[config.mk]
export PLATFORM = sky130hd
export DESIGN_NAME = rps_draw_sequencer
export DESIGN_NICKNAME = d
export VERILOG_FILES = /design/src/rtl/rps_draw_sequencer.sv
export SDC_FILE = /design/constraint.sdc
export NUM_CORES = 1
export LEC_CHECK = 0
export CAP_MARGIN = 5
export CORE_UTILIZATION = 49
export CTS_BUF_LIST = sky130_fd_sc_hd__clkbuf_4 sky130_fd_sc_hd__clkbuf_8 sky130_fd_sc_hd__clkbuf_16
export CTS_CLUSTER_SIZE = 30
export DETAILED_ROUTE_END_ITERATION = 8
export GPL_TIMING_DRIVEN = 0
export HOLD_SLACK_MARGIN = 0.02
export PLACE_DENSITY = 0.76
export SLEW_MARGIN = 20
export SYNTH_ARGS = -nofsm -noshare
export SYNTH_HDL_FRONTEND = slang
export SYNTH_SLANG_ARGS = --single-unit
[constraint.sdc]
create_clock -name CLOCK_50 -period 2.34 [get_ports CLOCK_50]
set_input_delay 0.702 -clock CLOCK_50 [delete_from_list [all_inputs] [get_ports CLOCK_50]]
set_output_delay 0.702 -clock CLOCK_50 [all_outputs]
set_load 0.02 [all_outputs]
[src/rtl/rps_draw_sequencer.sv]
// Round-draw sequencer for the 160x120 VGA framebuffer: optional full-screen
// clear, then the user sprite (left slot) and the computer sprite (right slot),
// one pixel per clock. The sprite ROM is addressed one cycle ahead of the
// issuing scan counters. The ROM data then lands exactly when the delayed
// x/y/kind reaches the registered output stage, so every plotted colour
// belongs to its own coordinate.
//
// Handshake: start is sampled only while dbg_state is IDLE; a start seen in any
// other state is dropped, never queued. busy is high from the cycle after an
// accepted start through the last plot; done pulses high for exactly one cycle
// with busy low; plot is a single-cycle write strobe qualified by x/y/colour.
module rps_draw_sequencer #(
  parameter int         SPRITE_W     = 64,
  parameter int         SPRITE_H     = 64,
  parameter int         ADDR_W       = 12,
  parameter int         ROM_LAT      = 1,
  parameter int         USER_X       = 8,
  parameter int         CPU_X        = 88,
  parameter int         SPR_Y        = 28,
  parameter logic [2:0] CLEAR_COLOUR = 3'b000,
  parameter logic [2:0] USER_FG      = 3'b000,
  parameter logic [2:0] USER_BG      = 3'b010,
  parameter logic [2:0] CPU_FG       = 3'b111,
  parameter logic [2:0] CPU_BG       = 3'b010
) (
  input  logic              CLOCK_50,
  input  logic              reset_n,
  input  logic              start,
  input  logic              clear_en,
  input  logic [1:0]        user_sel,
  input  logic [1:0]        cpu_sel,
  output logic [ADDR_W-1:0] rom_addr,
  output logic [1:0]        rom_sel,
  input  logic              rom_q,
  output logic [7:0]        x,
  output logic [6:0]        y,
  output logic [2:0]        colour,
  output logic              plot,
  output logic              busy,
  output logic              done,
  output logic [2:0]        dbg_state
);

  typedef enum logic [2:0] {
    IDLE   = 3'd0,
    CLEAR  = 3'd1,
    DRAW_U = 3'd2,
    DRAW_C = 3'd3,
    FLUSH  = 3'd4,
    DONE   = 3'd5
  } state_t;

  localparam logic [1:0] KIND_CLEAR = 2'd0;
  localparam logic [1:0] KIND_USER  = 2'd1;
  localparam logic [1:0] KIND_CPU   = 2'd2;

  localparam logic [7:0]        SCR_LAST_COL = 8'd159;
  localparam logic [6:0]        SCR_LAST_ROW = 7'd119;
  localparam logic [7:0]        SPR_LAST_COL = 8'(SPRITE_W - 1);
  localparam logic [6:0]        SPR_LAST_ROW = 7'(SPRITE_H - 1);
  localparam logic [7:0]        UX           = 8'(USER_X);
  localparam logic [7:0]        CX           = 8'(CPU_X);
  localparam logic [6:0]        SY           = 7'(SPR_Y);
  localparam logic [1:0]        FLUSH_LAST   = 2'(ROM_LAT - 1);
  localparam logic [ADDR_W-1:0] ADDR_ONE     = ADDR_W'(1);

  typedef struct packed {
    logic       v;
    logic [1:0] kind;
    logic [7:0] x;
    logic [6:0] y;
  } pix_t;

  // Codes 1x both select the paper bank.
  function automatic logic [1:0] map_sel(input logic [1:0] s);
    return s[1] ? 2'b10 : s;
  endfunction

  state_t            state_q, state_d;
  logic [7:0]        col_q, col_d;
  logic [6:0]        row_q, row_d;
  logic [ADDR_W-1:0] addr_q, addr_d;
  logic [1:0]        usel_q, usel_d;
  logic [1:0]        csel_q, csel_d;
  logic [1:0]        fcnt_q, fcnt_d;
  logic [7:0]        last_col;
  logic [6:0]        last_row;
  pix_t              issue_pix;
  pix_t              tail;
  logic [7:0]        x_q;
  logic [6:0]        y_q;
  logic [2:0]        colour_q;
  logic              plot_q;

  // Sequencer state, scan counters and latched selections.
  always_ff @(posedge CLOCK_50 or negedge reset_n) begin
    if (!reset_n) begin
      state_q <= IDLE;
      col_q   <= '0;
      row_q   <= '0;
      addr_q  <= '0;
      usel_q  <= '0;
      csel_q  <= '0;
      fcnt_q  <= '0;
    end else begin
      state_q <= state_d;
      col_q   <= col_d;
      row_q   <= row_d;
      addr_q  <= addr_d;
      usel_q  <= usel_d;
      csel_q  <= csel_d;
      fcnt_q  <= fcnt_d;
    end
  end

  // Next state: raster scans chain CLEAR -> DRAW_U -> DRAW_C with no bubble.
  always_comb begin
    state_d  = state_q;
    col_d    = col_q;
    row_d    = row_q;
    addr_d   = addr_q;
    usel_d   = usel_q;
    csel_d   = csel_q;
    fcnt_d   = fcnt_q;
    last_col = (state_q == CLEAR) ? SCR_LAST_COL : SPR_LAST_COL;
    last_row = (state_q == CLEAR) ? SCR_LAST_ROW : SPR_LAST_ROW;
    case (state_q)
      IDLE: begin
        col_d  = '0;
        row_d  = '0;
        addr_d = '0;
        fcnt_d = '0;
        if (start) begin
          usel_d  = map_sel(user_sel);
          csel_d  = map_sel(cpu_sel);
          state_d = clear_en ? CLEAR : DRAW_U;
        end
      end
      CLEAR, DRAW_U, DRAW_C: begin
        addr_d = (state_q == CLEAR) ? '0 : addr_q + ADDR_ONE;
        if (col_q == last_col) begin
          col_d = '0;
          if (row_q == last_row) begin
            row_d   = '0;
            addr_d  = '0;
            state_d = (state_q == DRAW_C) ? FLUSH :
                      (state_q == CLEAR)  ? DRAW_U : DRAW_C;
          end else begin
            row_d = row_q + 7'd1;
          end
        end else begin
          col_d = col_q + 8'd1;
        end
      end
      FLUSH: begin
        if (fcnt_q == FLUSH_LAST) state_d = DONE;
        else                      fcnt_d  = fcnt_q + 2'd1;
      end
      DONE:    state_d = IDLE;
      default: state_d = IDLE;
    endcase
  end

  // ROM is addressed with the pixel the counters will issue next cycle.
  always_comb begin
    rom_addr = '0;
    rom_sel  = 2'b00;
    if (state_d == DRAW_U) begin
      rom_addr = addr_d;
      rom_sel  = usel_d;
    end else if (state_d == DRAW_C) begin
      rom_addr = addr_d;
      rom_sel  = csel_d;
    end
  end

  // Pixel issued this cycle by the scan counters.
  always_comb begin
    issue_pix      = '0;
    issue_pix.v    = (state_q == CLEAR) || (state_q == DRAW_U) || (state_q == DRAW_C);
    issue_pix.kind = (state_q == DRAW_U) ? KIND_USER :
                     (state_q == DRAW_C) ? KIND_CPU  : KIND_CLEAR;
    issue_pix.x    = (state_q == DRAW_U) ? UX + col_q :
                     (state_q == DRAW_C) ? CX + col_q : col_q;
    issue_pix.y    = (state_q == CLEAR)  ? row_q : SY + row_q;
  end

  generate
    if (ROM_LAT == 1) begin : g_direct
      assign tail = issue_pix;
    end else begin : g_chain
      pix_t mid_q [ROM_LAT-1];
      // Coordinate delay line matching the extra ROM latency.
      always_ff @(posedge CLOCK_50 or negedge reset_n) begin
        if (!reset_n) begin
          for (int i = 0; i < ROM_LAT - 1; i++) mid_q[i] <= '0;
        end else begin
          mid_q[0] <= issue_pix;
          for (int i = 1; i < ROM_LAT - 1; i++) mid_q[i] <= mid_q[i-1];
        end
      end
      assign tail = mid_q[ROM_LAT-2];
    end
  endgenerate

  // Final chain stage: x/y/colour/plot registered together, held when idle.
  always_ff @(posedge CLOCK_50 or negedge reset_n) begin
    if (!reset_n) begin
      plot_q   <= 1'b0;
      x_q      <= '0;
      y_q      <= '0;
      colour_q <= '0;
    end else begin
      plot_q <= tail.v;
      if (tail.v) begin
        x_q <= tail.x;
        y_q <= tail.y;
        case (tail.kind)
          KIND_USER: colour_q <= rom_q ? USER_FG : USER_BG;
          KIND_CPU:  colour_q <= rom_q ? CPU_FG : CPU_BG;
          default:   colour_q <= CLEAR_COLOUR;
        endcase
      end
    end
  end

  assign x         = x_q;
  assign y         = y_q;
  assign colour    = colour_q;
  assign plot      = plot_q;
  assign busy      = (state_q == CLEAR) || (state_q == DRAW_U) ||
                     (state_q == DRAW_C) || (state_q == FLUSH);
  assign done      = (state_q == DONE);
  assign dbg_state = state_q;

endmodule

==> results_dict.tcl <==
set metrics [dict create \
    syn_inst 363 \
    slew_headroom_pct 54.04 \
    hpwl_mm 5.258 \
    path_max_fanout 6 \
    pin_count 47 \
    p_int_mw 1.244 \
    via_count 2999 \
    slew_viol_final 0 \
    period_share_pct 130.2 \
    setup_violations 14 \
    synth_top_area_share_pct 42.02 \
    ys_warn_count 0 \
    cp.required_ns 1.64 \
    synth_flop_cell "dfrtp_1" \
    period_needed_ns 3.046 \
    synth_area_per_cell_um2 8.858 \
    max-clock-path-buffers 2 \
    rsz0062_at_grt "yes" \
    design_area_um2 4197 \
    worstMarginPinSlew_ns 0.6894 \
    ys_async_sr_fraction_pct 100.0 \
    floorplan.rows 29 \
    grt_max_degree 55 \
    clk_pin_slew_worst_paths_ns 0.10 \
    critPathLaunchType "flop" \
    pwr-share-clk_pct 38.7 \
    synth_area_leader_cell "dfrtp_1" \
    nFillCells 509 \
    grtUsageTotal_pct 24.87 \
    skew_ns 0.007675 \
    wl_per_cell_um 16.17 \
    power_density_nw_per_um2 375.6 \
    min_path_type "input pin to asynchronous set/reset pin" \
    grt_pass1_wl_mm 13.97 \
    netlist_area_um2 3216 \
    utilization_pct 66.09 \
    htree_levels 2 \
    syn_nets 380 \
    status "finished with violations" \
    synth-seq-area-share_pct 42.02 \
    path_class "flop to primary output" \
    critPathMaxStageDelay_ns 0.48 \
    r2r_slack_ns 0.15 \
    drtPass1Iterations 4 \
    r2r_start "dbg_state[1]" \
    p_leak_nw 1.821 \
    core_area_um2 6350 \
    switchingPower_mw 0.3322 \
    cap_violations 0 \
    fmax_ghz 0.3283 \
    violations "negative setup slack" \
    start_util_pct 50.64 \
    synth-edff-count 0 \
    slowest_stage "dfrtp_2" \
    cts_inserted_buffers 5 \
    crit_chain "nor3b_4, buf_6, mux2i_4, nand3_4, a211o_1, a211oi_2, buf_4" \
    cts_tree "done" \
    ys_ff_latch 54 \
    p_comb_share_pct 2.2 \
    antenna_found_initial 0 \
    synth.distinct_cells 59 \
    drcViolationCount 0 \
    drtAntennaViolNets 0 \
    antenna_cells 0 \
    place_area_um2 3780 \
    clock_sinks 54 \
    cts_hold_buf 0 \
    p_sw_share_pct 21.07 \
    area_growth_pct 30.51 \
    whs_ns 0.4151 \
    drt_iter0_markers 249 \
    fin_tns_setup_ns -8.006 \
    crit_path_end_kind "primary output" \
    globalplace.congestion 0.8440 \
    hold_viol_final 0 \
    die_area_um2 6891 \
    r2r-end "addr_q[3]" \
    overflow 0 \
    yosys-top-cells-area "dfrtp_1 42%, nand2_1 5.7%, o21ai_0 4.7%" \
    nets 455 \
    ctsRootBufferMaster "clkbuf_8" \
    drive_gt1_share_pct 22.32 \
    peakVddDrop_v 0.0002956 \
    r2r_cells 9 \
    grt_pass1_vias 2858 \
    layout_setup_ws_ns -0.7058 \
    die_h_um 83.01 \
    vias_per_cell 5.812 \
    io_buffer_count 46 \
    pwr-share-seq_pct 59.1 \
    wl_mm 8.346 \
    cp.arrival_ns 2.34 \
    die_w_um 83.01 \
    clock_latency_ns 0.31 \
]
## how the worst max path moves through the flow
stage                       startpoint  slack (ns)         end
after floorplan           dbg_state[2]       -0.51  rom_sel[0]
after global placement           start       -1.33  rom_sel[1]
after detailed placement         start       -1.37  rom_sel[1]
after CTS                 dbg_state[2]       -0.66  rom_sel[0]
after global routing      dbg_state[1]       -0.76  rom_sel[0]
final                     dbg_state[1]       -0.71  rom_sel[0]
## routing by layer
layer	part of all wire [%]	track usage, %	routed length [µm]	vias to the layer above
li1	-	-	-	1429
met1	44	33.46	3671	1440
met2	48	40.24	3995	107
met3	5.3	3.877	446	23
met4	2.8	10.03	233	0
met5	0	0	0	-
## what timing repair did
action,CTS,global route
buffers inserted,20,5
pin swaps,10,4
gates resized for setup,116,8
setup endpoints to repair,16,15
cloned,1,0
hold endpoints to repair,0,0
## power by group through the flow
stage / combinational (mW) / clock, mW / sequential [mW]
3_3_place_gp: 0.0359 / 0 / 0.951
3_5_place_dp: 0.0359 / 0 / 0.951
2_1_floorplan: 0.00236 / 0 / 0.951
4_1_cts: 0.0354 / 0.614 / 0.932
6_report: 0.0341 / 0.610 / 0.932
5_1_grt: 0.0396 / 0.649 / 0.933
## placed cells by master, fill, tap and decap left out, drive strengths merged, types with 7 or more instances in the layout
| cell type | synthesis | routed |
|---|---|---|
| nand2 | 50 | 50 |
| o21ai | 33 | 33 |
| nor2 | 19 | 19 |
| a21oi | 10 | 10 |
| nand2b | 9 | 9 |
| buf | 13 | 56 |
| nand3 | 14 | 14 |
| dfrtp | 54 | 54 |
| a31oi | 13 | 13 |
| inv | 21 | 21 |
| nand4 | 9 | 9 |
| and3 | 8 | 8 |
| xnor2 | 12 | 12 |
| ha | 8 | 8 |
| clkbuf | 13 | 17 |
| clkdlybuf4s50 | 0 | 28 |
| o22ai | 7 | 7 |
## final cells by class
| class | count | area (µm²) | area share (%) |
|---|---|---|---|
| plain buffers | 22 | 132.6 | 3.160 |
| clock buffers | 8 | 110.1 | 2.624 |
| inverters | 21 | 78.83 | 1.878 |
| multi-input cells | 262 | 1808 | 43.08 |
| flip-flops and latches | 54 | 1354 | 32.26 |
| well taps | 77 | 96.34 | 2.296 |
| repair buffers | 72 | 616.8 | 14.70 |
## sequential cells by signal, summed over array words and instances, names as in the netlist
signal / cells
col_q: 8
usel_q: 2
colour: 2
addr_q: 12
plot: 1
fcnt_q: 2
y: 7
dbg_state: 3
row_q: 7
x: 8
csel_q: 2
## critical path, delay by kind of cell, from the launching register on
kind	cells	cell delay (ns)
flops	1	0.48
compound gates	2	0.55
simple gates	2	0.38
buf+inv	2	0.34
mux	1	0.30
## logic make-up (layout without fill, tap and decap cells)
family / after synthesis / count (layout) / share of synthesized area, %
multiplexers: 7 / 7 / 3.035
XOR/XNOR: 18 / 18 / 4.903
flip-flops: 54 / 54 / 42.02
AO/OA/AOI/OAI: 95 / 95 / 19.07
AND/OR/NAND/NOR: 134 / 134 / 21.40
buffers and inverters: 47 / 123 / 6.459
adder cells (fa/ha/maj): 8 / 8 / 3.113
## through the flow
| step | power [mW] | worst slack, ns | cells |
|---|---|---|---|
| after global routing | 1.621 | -0.7580 | 516 |
| after CTS | 1.581 | -0.6641 | 512 |
| after global placement | 0.9869 | -1.329 | 486 |
| after detailed placement | 0.9867 | -1.372 | 486 |
| after floorplan | 0.9535 | -0.5143 | 363 |
| final | 1.576 | -0.7058 | 516 |
## cell usage after synthesis (all sizes together), types with 2 or more instances
| cell | count |
|---|---|
| nor3 | 5 |
| a22oi | 5 |
| o22ai | 7 |
| and3 | 8 |
| inv | 21 |
| nand4 | 9 |
| o21ai | 33 |
| nor3b | 3 |
| xnor2 | 12 |
| o22a | 2 |
| ha | 8 |
| nor2 | 19 |
| a31oi | 13 |
| nand2 | 50 |
| nand2b | 9 |
| dfrtp | 54 |
| nor2b | 6 |
| o211ai | 3 |
| mux2i | 4 |
| nand3b | 3 |
| a211oi | 6 |
| xor2 | 6 |
| mux2 | 3 |
| buf | 13 |
| o31ai | 4 |
| a21oi | 10 |
| or3 | 2 |
| o21a | 2 |
| a2111oi | 2 |
| and2 | 2 |
| nand3 | 14 |
| clkbuf | 13 |
(Power assumes the default switching activity.)
